$ cat src/rtl/lsu_pkg.sv
// rtl/lsu_pkg.sv - shared constants and state type for the load/store unit
// Contents: funct3 load/store codes, RAM access size encodings, lsu_state_t.
package lsu_pkg;

  // Stores reuse the low three codes (SB=000, SH=001, SW=010).
  localparam logic [2:0] F3_LB  = 3'b000;
  localparam logic [2:0] F3_LH  = 3'b001;
  localparam logic [2:0] F3_LW  = 3'b010;
  localparam logic [2:0] F3_LBU = 3'b100;
  localparam logic [2:0] F3_LHU = 3'b101;

  localparam logic [2:0] MEM_SIZE_BYTE = 3'b000;
  localparam logic [2:0] MEM_SIZE_HALF = 3'b001;
  localparam logic [2:0] MEM_SIZE_WORD = 3'b010;

  typedef enum logic [2:0] {
    IDLE,
    ACCESS,
    LD_WAIT,
    ST_HI,
    RESP,
    ERR
  } lsu_state_t;

endpackage

$ cat src/rtl/lsu_load_align.sv
// rtl/lsu_load_align.sv - extracts a byte/half lane from an aligned word and extends it
// Ports:
//   i_word   : aligned 32-bit word read from RAM
//   i_offset : byte offset of the access inside the word
//   i_funct3 : load type (LB/LH/LW/LBU/LHU)
//   o_data   : sign- or zero-extended result
module load_align
  import lsu_pkg::*;
(
  input  logic [31:0] i_word,
  input  logic [1:0]  i_offset,
  input  logic [2:0]  i_funct3,
  output logic [31:0] o_data
);

  logic [7:0]  w_byte;
  logic [15:0] w_half;

  always_comb begin
    w_byte = 8'(i_word >> {i_offset, 3'b000});
    // Halfword loads are only ever issued at offset 0 or 2.
    w_half = i_offset[1] ? i_word[31:16] : i_word[15:0];
    case (i_funct3)
      F3_LB:   o_data = {{24{w_byte[7]}}, w_byte};
      F3_LBU:  o_data = {24'h000000, w_byte};
      F3_LH:   o_data = {{16{w_half[15]}}, w_half};
      F3_LHU:  o_data = {16'h0000, w_half};
      default: o_data = i_word;
    endcase
  end

endmodule

$ cat src/rtl/lsu_ctrl.sv
// rtl/lsu_ctrl.sv - load/store unit between execute stage and data RAM
// Ports:
//   clk, resetn                 : clock, asynchronous active-low reset
//   req_valid/req_ready         : request handshake (ready only in IDLE)
//   req_we/req_funct3/req_addr/req_wdata : request fields
//   rsp_valid/rsp_err/rsp_rdata : one-cycle response pulse
//   mem_read/mem_write/mem_size/mem_addr/mem_wdata : RAM command (all registered)
//   mem_rdata                   : RAM read data, valid the cycle after mem_read
module lsu_ctrl
  import lsu_pkg::*;
#(
  parameter int unsigned MEM_BYTES = 32004,
  parameter int unsigned ADDR_W    = 32
) (
  input  logic              clk,
  input  logic              resetn,
  input  logic              req_valid,
  output logic              req_ready,
  input  logic              req_we,
  input  logic [2:0]        req_funct3,
  input  logic [ADDR_W-1:0] req_addr,
  input  logic [31:0]       req_wdata,
  output logic              rsp_valid,
  output logic              rsp_err,
  output logic [31:0]       rsp_rdata,
  output logic              mem_read,
  output logic              mem_write,
  output logic [2:0]        mem_size,
  output logic [31:0]       mem_addr,
  output logic [31:0]       mem_wdata,
  input  logic [31:0]       mem_rdata
);

  localparam int unsigned AW1 = ADDR_W + 1;

  lsu_state_t        r_state, w_state_nx;
  logic              r_req_ready, w_req_ready_nx;
  logic              r_rsp_valid, w_rsp_valid_nx;
  logic              r_rsp_err, w_rsp_err_nx;
  logic [31:0]       r_rsp_rdata, w_rsp_rdata_nx;
  logic              r_mem_read, w_mem_read_nx;
  logic              r_mem_write, w_mem_write_nx;
  logic [2:0]        r_mem_size, w_mem_size_nx;
  logic [31:0]       r_mem_addr, w_mem_addr_nx;
  logic [31:0]       r_mem_wdata, w_mem_wdata_nx;

  // Latched request fields.
  logic              r_we;
  logic [2:0]        r_f3;
  logic [ADDR_W-1:0] r_addr;
  logic              r_split;
  logic [7:0]        r_wdata_hi;

  logic              w_accept;
  logic              w_split;
  logic [2:0]        w_bytes;
  logic              w_misalign;
  logic              w_bad_f3;
  logic [AW1-1:0]    w_last;
  logic              w_oor;
  logic              w_err;
  logic [31:0]       w_load_data;

  assign w_accept = req_valid && r_req_ready;
  // The RAM drops halfword writes at offset 2, so those become two byte writes.
  assign w_split  = req_we && (req_funct3 == F3_LH) && (req_addr[1:0] == 2'b10);

  always_comb begin
    w_bytes    = 3'd1;
    w_misalign = 1'b0;
    w_bad_f3   = 1'b0;
    case (req_funct3)
      F3_LB, F3_LBU: w_bytes = 3'd1;
      F3_LH, F3_LHU: begin
        w_bytes    = 3'd2;
        w_misalign = req_addr[0];
      end
      F3_LW: begin
        w_bytes    = 3'd4;
        w_misalign = |req_addr[1:0];
      end
      default: w_bad_f3 = 1'b1;
    endcase
    if (req_we && req_funct3[2]) begin
      w_bad_f3 = 1'b1;
    end
  end

  // One extra bit so an access wrapping past the top of the address space still flags.
  assign w_last = {1'b0, req_addr} + AW1'(w_bytes) - AW1'(1);
  assign w_oor  = (w_last >= AW1'(MEM_BYTES));
  assign w_err  = w_bad_f3 | w_misalign | w_oor;

  load_align u_load_align (
    .i_word   (mem_rdata),
    .i_offset (r_addr[1:0]),
    .i_funct3 (r_f3),
    .o_data   (w_load_data)
  );

  // Every output is computed for the state being entered and registered with it.
  always_comb begin
    w_state_nx     = r_state;
    w_req_ready_nx = 1'b0;
    w_rsp_valid_nx = 1'b0;
    w_rsp_err_nx   = 1'b0;
    w_rsp_rdata_nx = 32'h0;
    w_mem_read_nx  = 1'b0;
    w_mem_write_nx = 1'b0;
    w_mem_size_nx  = MEM_SIZE_BYTE;
    w_mem_addr_nx  = 32'h0;
    w_mem_wdata_nx = 32'h0;
    case (r_state)
      IDLE: begin
        w_req_ready_nx = 1'b1;
        if (w_accept) begin
          w_req_ready_nx = 1'b0;
          if (w_err) begin
            w_state_nx     = ERR;
            w_rsp_valid_nx = 1'b1;
            w_rsp_err_nx   = 1'b1;
          end else if (req_we) begin
            w_state_nx     = ACCESS;
            w_mem_write_nx = 1'b1;
            // Valid store funct3 codes coincide with the RAM size encoding.
            w_mem_size_nx  = w_split ? MEM_SIZE_BYTE : req_funct3;
            w_mem_addr_nx  = 32'(req_addr);
            w_mem_wdata_nx = req_wdata;
          end else begin
            w_state_nx     = ACCESS;
            w_mem_read_nx  = 1'b1;
            w_mem_size_nx  = MEM_SIZE_WORD;
            w_mem_addr_nx  = 32'(req_addr) & ~32'd3;
          end
        end
      end
      ACCESS: begin
        if (!r_we) begin
          w_state_nx = LD_WAIT;
        end else if (r_split) begin
          w_state_nx     = ST_HI;
          w_mem_write_nx = 1'b1;
          w_mem_size_nx  = MEM_SIZE_BYTE;
          w_mem_addr_nx  = 32'(r_addr + ADDR_W'(1));
          w_mem_wdata_nx = {24'h000000, r_wdata_hi};
        end else begin
          w_state_nx     = RESP;
          w_rsp_valid_nx = 1'b1;
        end
      end
      LD_WAIT: begin
        w_state_nx     = RESP;
        w_rsp_valid_nx = 1'b1;
        w_rsp_rdata_nx = w_load_data;
      end
      ST_HI: begin
        w_state_nx     = RESP;
        w_rsp_valid_nx = 1'b1;
      end
      default: begin
        w_state_nx     = IDLE;
        w_req_ready_nx = 1'b1;
      end
    endcase
  end

  always_ff @(posedge clk or negedge resetn) begin
    if (!resetn) begin
      r_state     <= IDLE;
      r_req_ready <= 1'b1;
      r_rsp_valid <= 1'b0;
      r_rsp_err   <= 1'b0;
      r_rsp_rdata <= 32'h0;
      r_mem_read  <= 1'b0;
      r_mem_write <= 1'b0;
      r_mem_size  <= MEM_SIZE_BYTE;
      r_mem_addr  <= 32'h0;
      r_mem_wdata <= 32'h0;
      r_we        <= 1'b0;
      r_f3        <= F3_LB;
      r_addr      <= '0;
      r_split     <= 1'b0;
      r_wdata_hi  <= 8'h00;
    end else begin
      r_state     <= w_state_nx;
      r_req_ready <= w_req_ready_nx;
      r_rsp_valid <= w_rsp_valid_nx;
      r_rsp_err   <= w_rsp_err_nx;
      r_rsp_rdata <= w_rsp_rdata_nx;
      r_mem_read  <= w_mem_read_nx;
      r_mem_write <= w_mem_write_nx;
      r_mem_size  <= w_mem_size_nx;
      r_mem_addr  <= w_mem_addr_nx;
      r_mem_wdata <= w_mem_wdata_nx;
      if (w_accept) begin
        r_we       <= req_we;
        r_f3       <= req_funct3;
        r_addr     <= req_addr;
        r_split    <= w_split;
        r_wdata_hi <= req_wdata[15:8];
      end
    end
  end

  assign req_ready = r_req_ready;
  assign rsp_valid = r_rsp_valid;
  assign rsp_err   = r_rsp_err;
  assign rsp_rdata = r_rsp_rdata;
  assign mem_read  = r_mem_read;
  assign mem_write = r_mem_write;
  assign mem_size  = r_mem_size;
  assign mem_addr  = r_mem_addr;
  assign mem_wdata = r_mem_wdata;

endmodule

$ cat config.mk
export PLATFORM = sky130hd
export DESIGN_NAME = lsu_ctrl
export DESIGN_NICKNAME = d
export VERILOG_FILES = /design/src/rtl/lsu_pkg.sv /design/src/rtl/lsu_load_align.sv /design/src/rtl/lsu_ctrl.sv
export SDC_FILE = /design/constraint.sdc
export NUM_CORES = 1
export LEC_CHECK = 0
export ABC_AREA = 1
export CORE_MARGIN = 1.5
export CORE_UTILIZATION = 53
export CTS_CLUSTER_DIAMETER = 150
export DETAILED_ROUTE_END_ITERATION = 6
export DONT_BUFFER_PORTS = 1
export PLACE_DENSITY = 0.75
export SLEW_MARGIN = 10
export SYNTH_ARGS = -nofsm -noshare
export SYNTH_HDL_FRONTEND = slang
export SYNTH_SLANG_ARGS = --single-unit
$ cat constraint.sdc
create_clock -name clk -period 3.04 [get_ports clk]
set_input_delay 0.304 -clock clk [delete_from_list [all_inputs] [get_ports clk]]
set_output_delay 0.304 -clock clk [all_outputs]
set_load 0.02 [all_outputs]
==> out/results.tsv <==
metric	value	unit
run_status	complete, but fails checks	
violations	hold timing	
syn-cell-area	9467	sq um
antenna_found_initial	0	
vias_per_cell	5.493	
final.period_utilization	92.18	%
clk_pin_slew	0.06	ns
yosysTopAreaCellShare	39.92	%
cts-root-buf	clkbuf_16	
post-route-min-period	2.802	ns
first_pass_iters	5	
port_buffers	0	
crit_cells	24	
ant_nets	0	
max_freq	356.8	MHz
reg2reg_depth	13	
area_delta_synth_final	11.43	%
grt_max_degree	153	
crit_chain	inv_1 -> nand3_2 -> nand2_1 -> ha_1 -> inv_1 -> ha_1 -> fa_1 -> nand2_1 -> nand2_1 -> nand3_1 -> nand2_1 -> nand2_1 -> nand2_1 -> nand2_1 -> nand3b_1 -> nand2_1 -> nand2_1 -> nor2_1 -> nand3_1 -> nor2_4 -> buf_12 -> buf_6 -> inv_1 -> nor2_1	
io_pins	207	
drt_iter0_drc	673	
seq_area_frac_synth	40.19	%
finalSetupViolations	0	
critical_path.startpoint	req_funct3[0]	
cts_made_buffers	17	
crit_path_max_incr_delay	0.43	ns
fp.dieArea	18670	sq um
synth-seq-cells	152	
power_leakage	5.963	nW
synth-warning-count	0	
finalPower	0.007057	W
yosys.area.top_type	dfrtp_1	
netlist_top_cells_area	dfrtp_1 (40%), nand2_1 (16%), inv_1 (9.8%)	
tns	0	ns
grt_pass1_wl	41280	um
syn_area_per_cell	6.885	sq um
numClockSinks	152	
drc	0	
crit_path_end_kind	flop	
max_cap_violations	0	
synth_fp_nets	1514	
p_per_area	669.0	nW/um^2
critical_path.slowest_cell	fa_1	
rr_endpoint	mem_addr[24]	
synth_enable_flop_cells	0	
critical_path.top_delay_family	simple AND/OR/NAND/NOR gates	
grt_overflow	0	
cts_max_level	4	
ys_types	40	
worst_path_most_repeated_cell	nand2_1	
ff2ff_setup_slack	0.49	ns
fillerInstances	1566	
holdWs	-0.4205	ns
rows	48	
syn-instance-count	1375	
ys.flop_type	dfrtp_1	
drt-total-wl	26720	um
peakVddDrop	0.4544	mV
fp.coreArea	17360	sq um
track_usage	28.31	%
relSlewSlack	41.82	%
post-synth-top-count-cell	nand2_1	
critical_path_buf_inv_count	5	
postCtsHoldBufs	11	
worst-setup-path-type	in2reg	
finalHoldViolations	152	
worstPathMaxFanout	16	
stdcell_count	1633	
synth_top_cells_by_count	nand2_1 (405), inv_1 (248), dfrtp_1 (151), nor2_1 (140), nand3_1 (111)	
worst_slew_pin_slew	0.8673	ns
cts_tree	built	
hold_path.class	in2async	
clock_latency	0.42	ns
cp-start-kind	input port	
die_w	136.6	um
rsz0062_at_grt	false	
die_height	136.6	um
regToRegStartpoint	r_addr[1]	
drive_above_1_share	6.321	%
grt_pass1_vias	8364	
crit_path_end	mem_read	
vias	8970	
synthArstFlopShare	100.0	%
post-dp-hpwl	20050	um
finalNetCount	1536	
start_util	54.54	%
drv_slew	0	
num_antenna_cells	0	
place_inst	1589	
place.gp.congestion	0.9536	
worst-endpoint-required	3.38	ns
clock_path_buffers	2	
finClkSkew	0.01523	ns
wl_per_cell	16.36	um
cp_data_arrival_time	3.14	ns
## kinds of logic after synthesis
logic type | count (synthesis) | share of synthesized area, %
DFF | 152 | 40.19
other | 1 | 0.03961
AOI/OAI and AO/OA | 160 | 9.952
buffers and inverters | 283 | 11.55
xor gates and xnor gates | 5 | 0.4626
and+or+nand+nor | 738 | 32.96
adders and majority gates | 36 | 4.837
## worst min-delay path by stage
stage          slack, ns            end    from  cells after the start
6_report           -0.42    mem_addr[4]  resetn                      0
5_1_grt            -0.44  rsp_rdata[26]  resetn                      0
4_1_cts            -0.43  rsp_rdata[27]  resetn                      0
3_5_place_dp        0.01  rsp_rdata[27]  resetn                      0
3_3_place_gp        0.01  rsp_rdata[26]  resetn                      0
2_1_floorplan      0.008    mem_addr[0]  resetn                      0
## state kept, by name, indices dropped and copies added, names as in the netlist
register    count
mem_addr       32
mem_read        1
mem_size        3
mem_wdata      32
mem_write       1
r_addr         32
r_f3            3
r_split         1
r_state         3
r_wdata_hi      8
r_we            1
req_ready       1
rsp_err         1
rsp_rdata      32
rsp_valid       1
## area by class of cell
| type | instances | area, sq um | area share (%) |
|---|---|---|---|
| multi-input combinational | 940 | 4586 | 43.47 |
| sequential | 152 | 3805 | 36.07 |
| inverter | 251 | 942.2 | 8.931 |
| clock buffer | 19 | 442.9 | 4.199 |
| timing repair buffer | 35 | 366.6 | 3.475 |
| tap | 225 | 281.5 | 2.669 |
| clock inverter | 11 | 125.1 | 1.186 |
## worst register-to-register path, cell delays in order, from the launching register on
cell     delay, ns
dfrtp_1       0.36
ha_1          0.19
nand3_1       0.11
nor2_1        0.10
inv_1         0.07
nor2_1        0.16
nand2_1       0.10
nor2_1        0.45
nand2_1       0.15
inv_1         0.11
nand4_1       0.18
or2_2         0.34
nand3_1       0.08
nand2_1       0.06
## per-stage QoR
step / worst slack (ns) / utilization (%) / cell area (sq um)
finish: 0.2376 / 60.78 / 10550
global route: 0.003505 / 60.78 / 10550
CTS: 0.2662 / 60.29 / 10470
detailed placement: -0.1394 / 56.39 / 9787
global placement: -0.03251 / 56.39 / 9787
floorplan: 0.1997 / - / 9467
## routing by layer
metal  wire, um  up-vias  global-route usage [%]
li1           -     4344                       -
met1      10680     4171                   34.86
met2      13040      398                   49.08
met3       2266       57                   5.296
met4        735        0                   10.76
met5          0        -                       0
## power breakdown
group	switching [W]	leakage (nW)	internal (W)
combinational	0.00150	3.65	0.000676
sequential	0.000420	2.04	0.00242
clock	0.000813	0.275	0.00122
total	0.00273	5.96	0.00432
## layout by cell type, fill, tap and decap left out, types with 2 or more instances in the layout
cell type,instances
buf_12,3
o221ai_1,3
a21oi_1,43
bufinv_16,2
nor4_1,2
nor3_2,3
o211ai_1,8
nor3_1,18
o21ai_0,65
buf_4,18
clkinvlp_4,2
clkbuf_16,19
clkinv_1,2
dfrtp_1,151
nand3_2,3
clkinv_4,3
ha_1,35
o21bai_1,29
nand2_2,3
nor2_2,19
nor2_1,140
nand2_1,404
o31ai_1,3
a311oi_1,5
nand3b_1,7
or2_2,4
a211oi_1,2
nand3_1,109
nand4_1,21
clkinv_2,3
inv_1,248
and2_1,3
xor2_1,4
dlygate4sd3_1,11
## timing repair
action | CTS | global route
resized for setup | 0 | 3
hold endpoints to repair | 163 | 152
endpoints found under the setup margin | 0 | 20
setup buffers | 0 | 1
Power figures use the tool's default switching activity.
